--- src/rtl/multicycle_cpu_if.sv ---
// Memory-side bus of the multicycle CPU: combinational instruction fetch
// plus a request/ready data port.
interface multicycle_cpu_if #(
    parameter int unsigned DATA_W = 32,
    parameter int unsigned PC_W   = 16
);
    logic [PC_W-1:0]   imem_addr;
    logic [31:0]       imem_rdata;
    logic              dmem_req;
    logic              dmem_we;
    logic [PC_W-1:0]   dmem_addr;
    logic [DATA_W-1:0] dmem_wdata;
    logic [DATA_W-1:0] dmem_rdata;
    logic              dmem_ready;

    modport master (
        output imem_addr, dmem_req, dmem_we, dmem_addr, dmem_wdata,
        input  imem_rdata, dmem_rdata, dmem_ready
    );

    modport slave (
        input  imem_addr, dmem_req, dmem_we, dmem_addr, dmem_wdata,
        output imem_rdata, dmem_rdata, dmem_ready
    );
endinterface

--- src/rtl/multicycle_cpu.sv ---
// Non-pipelined MIPS-subset core: FETCH/DECODE/EXEC/MEM/WB/HALT, one
// instruction in flight, data accesses stall on dmem_ready.
module multicycle_cpu #(
    parameter int unsigned DATA_W   = 32,
    parameter int unsigned PC_W     = 16,
    parameter int unsigned NREGS    = 32,
    parameter int unsigned RESET_PC = 0
) (
    input  logic                 clk,
    input  logic                 rst,
    multicycle_cpu_if.master     mem,
    output logic [PC_W-1:0]      pc,
    output logic                 retire,
    output logic                 halted,
    output logic                 illegal
);
    localparam int unsigned RIDX_W = (NREGS > 1) ? $clog2(NREGS) : 1;

    localparam logic [2:0] S_FETCH  = 3'd0;
    localparam logic [2:0] S_DECODE = 3'd1;
    localparam logic [2:0] S_EXEC   = 3'd2;
    localparam logic [2:0] S_MEM    = 3'd3;
    localparam logic [2:0] S_WB     = 3'd4;
    localparam logic [2:0] S_HALT   = 3'd5;

    localparam logic [5:0] OP_R    = 6'd0;
    localparam logic [5:0] OP_ADDI = 6'd8;
    localparam logic [5:0] OP_LW   = 6'd35;
    localparam logic [5:0] OP_SW   = 6'd43;
    localparam logic [5:0] OP_BEQ  = 6'd4;
    localparam logic [5:0] OP_HALT = 6'd63;
    localparam logic [5:0] FN_ADD  = 6'd32;
    localparam logic [5:0] FN_SUB  = 6'd34;
    localparam logic [5:0] FN_AND  = 6'd36;
    localparam logic [5:0] FN_OR   = 6'd37;
    localparam logic [5:0] FN_SLT  = 6'd42;

    logic [2:0]        r_state, w_state_nxt;
    logic [31:0]       r_ir;
    logic [DATA_W-1:0] r_a, r_b, r_imm, r_res;
    logic [RIDX_W-1:0] r_dst;
    logic [PC_W-1:0]   r_pc, r_dmem_addr;
    logic [DATA_W-1:0] r_dmem_wdata;
    logic              r_dmem_req, r_dmem_we, r_retire, r_halted, r_illegal;
    logic [DATA_W-1:0] r_regs [NREGS];

    logic [5:0]        w_op, w_funct;
    logic [RIDX_W-1:0] w_rs, w_rt, w_rd;
    logic [DATA_W-1:0] w_alu;
    logic [PC_W-1:0]   w_pc_inc, w_pc_br;
    logic              w_is_r, w_is_addi, w_is_lw, w_is_sw, w_is_beq, w_is_halt, w_illegal;
    logic              w_unused;

    assign w_op     = r_ir[31:26];
    assign w_funct  = r_ir[5:0];
    assign w_rs     = r_ir[21 +: RIDX_W];
    assign w_rt     = r_ir[16 +: RIDX_W];
    assign w_rd     = r_ir[11 +: RIDX_W];
    assign w_pc_inc = r_pc + PC_W'(1);
    assign w_pc_br  = r_pc + PC_W'(1) + PC_W'($signed(r_ir[15:0]));
    assign w_unused = ^r_ir[10:6];

    // Instruction class and ALU result, valid while r_ir holds the instruction
    always_comb begin
        w_is_r    = 1'b0;
        w_is_addi = 1'b0;
        w_is_lw   = 1'b0;
        w_is_sw   = 1'b0;
        w_is_beq  = 1'b0;
        w_is_halt = 1'b0;
        w_alu     = '0;
        case (w_op)
            OP_R: begin
                w_is_r = 1'b1;
                case (w_funct)
                    FN_ADD:  w_alu = r_a + r_b;
                    FN_SUB:  w_alu = r_a - r_b;
                    FN_AND:  w_alu = r_a & r_b;
                    FN_OR:   w_alu = r_a | r_b;
                    FN_SLT:  w_alu = DATA_W'($signed(r_a) < $signed(r_b));
                    default: w_is_r = 1'b0;
                endcase
            end
            OP_ADDI: begin w_is_addi = 1'b1; w_alu = r_a + r_imm; end
            OP_LW:   begin w_is_lw   = 1'b1; w_alu = r_a + r_imm; end
            OP_SW:   begin w_is_sw   = 1'b1; w_alu = r_a + r_imm; end
            OP_BEQ:  w_is_beq  = 1'b1;
            OP_HALT: w_is_halt = 1'b1;
            default: ;
        endcase
        w_illegal = ~(w_is_r | w_is_addi | w_is_lw | w_is_sw | w_is_beq | w_is_halt);
    end

    always_ff @(posedge clk) begin
        if (rst) r_state <= S_FETCH;
        else     r_state <= w_state_nxt;
    end

    always_comb begin
        w_state_nxt = r_state;
        case (r_state)
            S_FETCH:  w_state_nxt = S_DECODE;
            S_DECODE: w_state_nxt = S_EXEC;
            S_EXEC: begin
                if (w_is_halt || w_illegal)  w_state_nxt = S_HALT;
                else if (w_is_beq)           w_state_nxt = S_FETCH;
                else if (w_is_lw || w_is_sw) w_state_nxt = S_MEM;
                else                         w_state_nxt = S_WB;
            end
            S_MEM:    if (mem.dmem_ready) w_state_nxt = r_dmem_we ? S_FETCH : S_WB;
            S_WB:     w_state_nxt = S_FETCH;
            S_HALT:   w_state_nxt = S_HALT;
            default:  w_state_nxt = S_FETCH;
        endcase
    end

    // Datapath, register file and registered outputs
    always_ff @(posedge clk) begin
        if (rst) begin
            r_ir         <= '0;
            r_a          <= '0;
            r_b          <= '0;
            r_imm        <= '0;
            r_res        <= '0;
            r_dst        <= '0;
            r_pc         <= PC_W'(RESET_PC);
            r_dmem_req   <= 1'b0;
            r_dmem_we    <= 1'b0;
            r_dmem_addr  <= '0;
            r_dmem_wdata <= '0;
            r_retire     <= 1'b0;
            r_halted     <= 1'b0;
            r_illegal    <= 1'b0;
            for (int i = 0; i < int'(NREGS); i++) r_regs[i] <= '0;
        end else begin
            r_retire <= 1'b0;
            case (r_state)
                S_FETCH: r_ir <= mem.imem_rdata;
                S_DECODE: begin
                    r_a   <= r_regs[w_rs];
                    r_b   <= r_regs[w_rt];
                    r_imm <= DATA_W'($signed(r_ir[15:0]));
                end
                S_EXEC: begin
                    r_res <= w_alu;
                    r_dst <= w_is_r ? w_rd : w_rt;
                    if (w_is_beq) begin
                        r_pc     <= (r_a == r_b) ? w_pc_br : w_pc_inc;
                        r_retire <= 1'b1;
                    end
                    if (w_is_lw || w_is_sw) begin
                        r_dmem_req   <= 1'b1;
                        r_dmem_we    <= w_is_sw;
                        r_dmem_addr  <= PC_W'(w_alu);
                        r_dmem_wdata <= r_b;
                    end
                    if (w_is_halt || w_illegal) r_halted  <= 1'b1;
                    if (w_illegal)              r_illegal <= 1'b1;
                end
                S_MEM: begin
                    if (mem.dmem_ready) begin
                        r_dmem_req <= 1'b0;
                        if (r_dmem_we) begin
                            r_retire <= 1'b1;
                            r_pc     <= w_pc_inc;
                        end else begin
                            r_res <= mem.dmem_rdata;
                        end
                    end
                end
                S_WB: begin
                    if (r_dst != '0) r_regs[r_dst] <= r_res;
                    r_retire <= 1'b1;
                    r_pc     <= w_pc_inc;
                end
                default: ;
            endcase
        end
    end

    assign mem.imem_addr  = r_pc;
    assign mem.dmem_req   = r_dmem_req;
    assign mem.dmem_we    = r_dmem_we;
    assign mem.dmem_addr  = r_dmem_addr;
    assign mem.dmem_wdata = r_dmem_wdata;
    assign pc             = r_pc;
    assign retire         = r_retire;
    assign halted         = r_halted;
    assign illegal        = r_illegal;
endmodule

--- src/flat_wrapper.sv ---
// flat-port wrapper written by rule: the top's interface ports become plain ports
module multicycle_cpu_flat 
#(
    parameter int unsigned DATA_W   = 32,
    parameter int unsigned PC_W     = 16,
    parameter int unsigned NREGS    = 32,
    parameter int unsigned RESET_PC = 0
)
  (clk, rst, pc, retire, halted, illegal, mem_imem_addr, mem_dmem_req, mem_dmem_we, mem_dmem_addr, mem_dmem_wdata, mem_imem_rdata, mem_dmem_rdata, mem_dmem_ready);
  multicycle_cpu_if #(.DATA_W(DATA_W), .PC_W(PC_W)) mem_i ();
  input  logic clk;
  input  logic rst;
  output logic [PC_W-1:0] pc;
  output logic retire;
  output logic halted;
  output logic illegal;
  output wire logic [$bits(mem_i.imem_addr)-1:0] mem_imem_addr;
  output wire logic [$bits(mem_i.dmem_req)-1:0] mem_dmem_req;
  output wire logic [$bits(mem_i.dmem_we)-1:0] mem_dmem_we;
  output wire logic [$bits(mem_i.dmem_addr)-1:0] mem_dmem_addr;
  output wire logic [$bits(mem_i.dmem_wdata)-1:0] mem_dmem_wdata;
  input wire logic [$bits(mem_i.imem_rdata)-1:0] mem_imem_rdata;
  input wire logic [$bits(mem_i.dmem_rdata)-1:0] mem_dmem_rdata;
  input wire logic [$bits(mem_i.dmem_ready)-1:0] mem_dmem_ready;
  assign mem_imem_addr = mem_i.imem_addr;
  assign mem_dmem_req = mem_i.dmem_req;
  assign mem_dmem_we = mem_i.dmem_we;
  assign mem_dmem_addr = mem_i.dmem_addr;
  assign mem_dmem_wdata = mem_i.dmem_wdata;
  assign mem_i.imem_rdata = mem_imem_rdata;
  assign mem_i.dmem_rdata = mem_dmem_rdata;
  assign mem_i.dmem_ready = mem_dmem_ready;
  multicycle_cpu #(.DATA_W(DATA_W), .PC_W(PC_W), .NREGS(NREGS), .RESET_PC(RESET_PC)) u_core (.clk(clk), .rst(rst), .mem(mem_i), .pc(pc), .retire(retire), .halted(halted), .illegal(illegal));
endmodule
--- config.mk ---
export PLATFORM = sky130hd
export DESIGN_NAME = multicycle_cpu_flat
export DESIGN_NICKNAME = d
export VERILOG_FILES = /design/src/rtl/multicycle_cpu_if.sv /design/src/rtl/multicycle_cpu.sv /design/src/flat_wrapper.sv
export SDC_FILE = /design/constraint.sdc
export NUM_CORES = 2
export LEC_CHECK = 0
export CAP_MARGIN = 5
export CORE_ASPECT_RATIO = 0.75
export CORE_MARGIN = 10
export CORE_UTILIZATION = 60
export CTS_BUF_LIST = sky130_fd_sc_hd__clkbuf_2 sky130_fd_sc_hd__clkbuf_4 sky130_fd_sc_hd__clkbuf_8
export DETAILED_ROUTE_END_ITERATION = 8
export PLACE_DENSITY = 0.81
export SLEW_MARGIN = 20
export SYNTH_ARGS = -nofsm -noshare
export SYNTH_HDL_FRONTEND = slang
export SYNTH_SLANG_ARGS = --single-unit
--- constraint.sdc ---
create_clock -name clk -period 5.4 [get_ports clk]
set_input_delay 1.08 -clock clk [delete_from_list [all_inputs] [get_ports clk]]
set_output_delay 1.08 -clock clk [all_outputs]
set_load 0.02 [all_outputs]
Yosys cells after proc, flatten, opt, wreduce, memory -nomap -nowiden --
Memories as Yosys holds them, arrays and structs flattened. A register that Yosys moved wholly into a read port is not among the register bits. Cells that the tools add are included.
Operators by class: reductions and logical operators 16, add/subtract/negate cells 5, $lt $le $gt $ge 1, multiplexer cells 40, bitwise gates (word level) 8, eq/ne operators 21
Operators with widths (count):
- $pmux W32 S5 | 1
- $pmux W32 S2 | 2
- $mux W32 | 3
- $add A32 B32 Y32 | 2
- $mux W16 | 4
- $eq A6 B6 Y1 const B | 8
- $pmux W16 S3 | 1
- $and A32 B32 Y32 | 1
- $eq A32 B32 Y1 | 1
- $lt A32 B32 Y1 | 1
- $or A32 B32 Y32 | 1
- $reduce_or A32 Y1 | 1
- $sub A32 B32 Y32 | 1
- $mux W1 | 19
- $add A16 B1 Y16 const B | 1
- $add A16 B16 Y16 | 1
- $mux W3 | 5
- $pmux W3 S5 | 1
- $mux W5 | 2
- $eq A3 B2 Y1 const B | 2
- $eq A3 B3 Y1 const B | 2
- $eq A6 B3 Y1 const B | 1
- $eq A6 B4 Y1 const B | 1
- $logic_not A6 Y1 | 1
- other kinds (17) | 28
Storage, ports and cells: input bits 67, memories kept 1, output and inout bits 85, word-level logic and storage cells 105, bits in writable memories 1024, flip-flop bits (word level) 157
Memories:
- u_core.r_regs | depth 32, bits a word 32, rd ports 2, clocked after memory_dff 2, wr ports 32, line multicycle_cpu.sv:45 | logic [DATA_W-1:0] r_regs [NREGS];

Logic depth before layout (Yosys ltp) --
word-level depth 13, mapped depth 16, mapped depth without buffers 16

Least setup slack after synthesis --
No wires, ideal clock.
kind register -> register, start point register u_core.r_pc[2], in the netlist u_core.mem.imem_addr[2], end point register u_core.r_pc[15], in the netlist u_core.mem.imem_addr[15], cell stages (with the launch flop) 17, buffers on the path 0, setup time 0.127 ns, required time 5.273 ns, arrival 3.408 ns, path slack 1.865 ns, period minus slack after synthesis 3.535 ns, path through dfxtp_1 and3_1 and3_1 and3_1 nand3_1 xnor2_1 ha_1 a21oi_1 o21ai_0 a31oi_1 o31ai_1 o31a_1 and4bb_1 o311ai_1 o41ai_1 xor2_1 nor2b_1
Between the ends: longest elaborated chain between the ends 5, elaborated cells between the ends (all ways) 7, those cells by class add/sub: 2; mux: 5
RTL lines:
- start: declaration | line multicycle_cpu.sv:42 | logic [PC_W-1:0] r_pc, r_dmem_addr;
- start signal: assignment | line multicycle_cpu.sv:126 | r_pc <= PC_W'(RESET_PC);
- start signal: assignment | line multicycle_cpu.sv:148 | r_pc <= (r_a == r_b) ? w_pc_br : w_pc_inc;
- start signal: assignment | line multicycle_cpu.sv:165 | r_pc <= w_pc_inc;
- $add A16 B1 Y16 * | line multicycle_cpu.sv:59, multicycle_cpu.sv:60
- $add A16 B16 Y16 | line multicycle_cpu.sv:60 | assign w_pc_br = r_pc + PC_W'(1) + PC_W'($signed(r_ir[15:0]));
- $mux W16 | line multicycle_cpu.sv:148
- $mux W16 | line multicycle_cpu.sv:147 | if (w_is_beq) begin
- $pmux W16 S3 * | line multicycle_cpu.sv:137 | case (r_state)
Every way passes the cells marked *; elsewhere a longest branch is shown, timed or not. The select of a mux whose other input is x is not followed. A chain may end at the register's enable or synchronous reset.

Final worst setup path --
start point register u_core.r_b[0], read port of u_core.r_regs, end point register u_core.r_res[26]
Between the ends: longest elaborated chain between the ends 4, elaborated cells between the ends (all ways) 5, those cells by class add/sub: 2; mux: 3
RTL lines:
- start: declaration | line multicycle_cpu.sv:40 | logic [DATA_W-1:0] r_a, r_b, r_imm, r_res;
- $sub A32 B32 Y32 / $add A32 B32 Y32 (equally long branches) | line multicycle_cpu.sv:77, multicycle_cpu.sv:76
- $pmux W32 S5 * | line multicycle_cpu.sv:75 | case (w_funct)
- $pmux W32 S2 * | line multicycle_cpu.sv:72 | case (w_op)
- $pmux W32 S2 * | line multicycle_cpu.sv:137
- end signal: assignment | line multicycle_cpu.sv:145 | r_res <= w_alu;
- end signal: assignment | line multicycle_cpu.sv:167 | r_res <= mem.dmem_rdata;
- end: declaration | line multicycle_cpu.sv:40
Every way passes the cells marked *; elsewhere a longest branch is shown, timed or not.

==> flow_summary.yaml <==
run_status:
  status: "finished, final reports clean"
drt:
  vias: 49265
  routed_wl_microns: 228000
  viasPerCell: 7.08
  wl_met2_microns: 95400
  wl_met3_microns: 38400
  wl_met1_microns: 83200
  dr.pass1.iters: 8
  drt_iter0_markers: 9253
  wl_per_cell_microns: 32.8
  top_layer_used: "met5"
  antenna_left: 0
  drc_errors: 0
setup_path:
  required_ns: 6.22
  critPathMaxStageDelay_ns: 0.93
  crit_fanout: 5
  cp_common_cell: "o21ai_0"
  path_class: "reg -> reg"
  cp-start-kind: "flop"
  endpoint: "u_core.r_res[26]"
  startpoint: "u_core.r_b[0]"
  end_kind: "flop"
  r2r-end: "u_core.r_res[26]"
  slowest_stage: "a221oi_1"
  r2r_cells: 12
  cp_cell_sequence: "ha_1 > fa_1 > a211oi_1 > o21ai_0 > a21oi_1 > o21ai_0 > a221oi_1 > o31ai_1 > xnor2_1 > o22ai_1 > a21oi_1 > o21ai_0"
  reg2reg_from: "u_core.r_b[0]"
  reg2reg_setup_slack_ns: 0.54
  worstPathArrival_ns: 5.68
grt:
  antenna_found_initial: 12
  grt_pass1_vias: 47491
  grt_max_degree: 118
  grt_pass1_wl_microns: 328000
  grtUsageTotal: 0.347
  grt-ovfl-total: 0
sta:
  grt_setup_unrepaired: "false"
  tightest_slew_ns: 1.19
  max_freq_mhz: 206
  worst_hold_slack_ns: 0.454
  finalSetupTns_ns: 0
  clock_skew_ns: 0.0415
  period_minus_slack_ns: 4.86
  hold_violations: 0
  slew_violations: 0
  slew_headroom: 0.208
  finalSetupViolations: 0
  period_share: 0.900
power:
  swShare: 0.354
  fin_total_pwr_mw: 29.3
  leakage_nw: 26.7
  p_seq_frac: 0.405
  p_int_mw: 18.9
  pwr-share-clk: 0.278
  max-vdd-ir-drop_uv: 388
  switching_power_mw: 10.4
  power_density_nw_per_um2: 383
  share_comb_of_total_power: 0.317
synthesis:
  syn_inst: 5253
  synth_area_per_cell_sq_um: 13.2
  synth_xor_area_frac: 0.00960
  synthSimpleGateAreaFrac: 0.139
  netlist_area_sq_um: 69400
  yosysUniqueCellTypes: 79
  muxShareOfSynthArea: 0.219
  synth-edff-count: 1024
  synth_ff_type: "edfxtp_1"
  synth_compound_area_frac: 0.0633
  ys_seq_area_frac: 0.507
  ys_warn_count: 0
  synth_seq_cells: 1245
  synth_top_family_by_area: "multiplexers"
  yosys.area_share.adder: 0.0282
  async_reset_ff_frac: 0
die:
  core_sq_um: 114000
  rows: 107
  fp.dieH_microns: 314
  die_area_sq_um: 130000
  ios: 152
  die_w_microns: 413
  start_util: 0.607
finish:
  fin_nets: 5505
  drive_above_1_share: 0.222
  area_delta_synth_final_pct: 10.2
  final_cells: 6963
flow_run:
  maxCapViolations: 0
clock_network:
  cts_setup_buffers: 0
  tritoncts: "done"
  clock-root-buffer: "clkbuf_8"
  hold_buffers: 0
  cts_buffer_depth: 3
  cts_resized: 0
  insertion_delay_ns: 0.91
  clk_pin_slew_worst_paths_ns: 0.06
  htree_levels: 4
  cts_buffers: 186
  clock-sinks: 1245
placed_design:
  gp_congestion: 1.04
  portBuffers: 151
  dp_cells: 6622
  dp_hpwl_microns: 149000
hold_path:
  holdPathStages: 2
  hold_path_class: "reg -> reg"
## Yosys cell counts, types with 10 or more instances
cell type  count  share of area
a31oi_1       10        0.00090
nand2_1      296          0.016
ha_1         150          0.027
or2_2         37         0.0033
dfxtp_1      221          0.064
o221ai_1      11         0.0014
xor2_1        25         0.0032
a22oi_1       10         0.0011
mux4_2       640           0.21
buf_1         64         0.0035
edfxtp_1    1024           0.44
xnor2_1       51         0.0064
nand2b_1      21         0.0019
a221oi_1      18         0.0023
a21oi_1      250          0.018
o21bai_1      21         0.0023
inv_1        110         0.0060
and2_1       999          0.090
a211oi_1     119          0.013
nor3_1        45         0.0032
o31ai_1       17         0.0018
mux2i_1       75          0.011
nand3_1       36         0.0026
nor2b_1       12         0.0011
a21o_1        24         0.0026
nor2_1       247          0.013
buf_4         16         0.0017
nor4_1        11        0.00099
clkbuf_1     405          0.022
o22ai_1       14         0.0013
nand4_1       15         0.0014
o21ai_0      118         0.0085
## registers in the layout, summed over array words and instances, names as in the netlist, 3 cells and up
signal                 count
u_core.mem.imem_addr      16
u_core.mem.dmem_addr      16
u_core.mem.dmem_wdata     32
u_core.r_imm              16
u_core.r_b                32
u_core.r_res              32
u_core.r_ir               32
u_core.r_a                32
u_core.r_regs           1024
u_core.r_state             3
u_core.r_dst               5
## area by class of cell
| class | count | area, sq um |
|---|---|---|
| fillers | 7853 | 37700 |
| flip-flops and latches | 1245 | 35200 |
| multi-input cells | 3433 | 32200 |
| clock buffers | 246 | 3090 |
| repair buffers | 307 | 2940 |
| well taps | 1526 | 1910 |
| clock inverters | 93 | 717 |
| inverters | 111 | 417 |
| diodes | 2 | 5.00 |
## cells in the final DEF (no fill, tap or decap), types with 32 or more instances in the layout
| master | synthesis | final |
|---|---|---|
| dfxtp_1 | 221 | 202 |
| and2_1 | 999 | 999 |
| mux4_2 | 640 | 640 |
| clkdlybuf4s50_1 | 0 | 150 |
| nand2_1 | 296 | 296 |
| buf_4 | 16 | 136 |
| edfxtp_1 | 1024 | 1024 |
| clkbuf_8 | 0 | 198 |
| inv_1 | 110 | 110 |
| clkinv_1 | 1 | 43 |
| clkbuf_4 | 0 | 48 |
| xnor2_1 | 51 | 51 |
| or2_2 | 37 | 34 |
| nor2_1 | 247 | 212 |
| a21oi_1 | 250 | 250 |
| nor3_1 | 45 | 42 |
| a211oi_1 | 119 | 119 |
| nand3_1 | 36 | 35 |
| o21ai_0 | 118 | 118 |
| mux2i_1 | 75 | 75 |
| ha_1 | 150 | 150 |
| conb_1 | 1 | 32 |
## critical path: cells and delay by family, from the launching register on
family,cells,cell delay [ns]
flops,1,0.36
fa+ha+maj,2,0.72
compound gates,9,3.51
xor+xnor,1,0.17
## power by group through the flow
| stage | clock network (mW) | logic, mW | registers (mW) |
|---|---|---|---|
| after floorplan | 0 | 6.28 | 11.4 |
| after global placement | 0 | 8.85 | 11.9 |
| after detailed placement | 0 | 8.92 | 12.0 |
| after CTS | 8.13 | 8.97 | 11.8 |
| after global routing | 8.53 | 9.67 | 11.9 |
| final | 8.13 | 9.28 | 11.9 |
## worst min path at each step
stage,slack [ns],to,from
3_5_place_dp,0.45,u_core.mem.dmem_wdata[14],u_core.mem.dmem_wdata[14]
3_3_place_gp,0.44,u_core.mem.dmem_wdata[4],u_core.mem.dmem_wdata[4]
5_1_grt,0.47,u_core.mem.dmem_wdata[14],u_core.mem.dmem_wdata[14]
6_report,0.45,u_core.mem.dmem_wdata[14],u_core.mem.dmem_wdata[14]
4_1_cts,0.46,u_core.mem.dmem_wdata[14],u_core.mem.dmem_wdata[14]
2_1_floorplan,0.44,u_core.r_imm[0],u_core.r_imm[0]
## routing by layer
metal  up-vias  track usage
met2      4471        0.478
met3       658        0.118
met5         -            0
met4        10        0.147
li1      19790            -
met1     24336        0.501
## kinds of logic after synthesis
kind of cell             after synthesis
AO/OA/AOI/OAI                        693
adder cells (fa/ha/maj)              154
flip-flops                          1245
buffers and inverters                606
XOR/XNOR                              76
other                                  1
multiplexers                         715
AND/OR/NAND/NOR                     1763
## through the flow
step,setup WS [ns],instance area [sq um],util
after detailed placement,1.03,72600,0.636
after global routing,0.598,76400,0.669
after global placement,1.08,72600,0.636
after CTS,1.12,76400,0.669
final,0.541,76500,0.669
after floorplan,1.86,69500,-
Power figures use the tool's default switching activity.
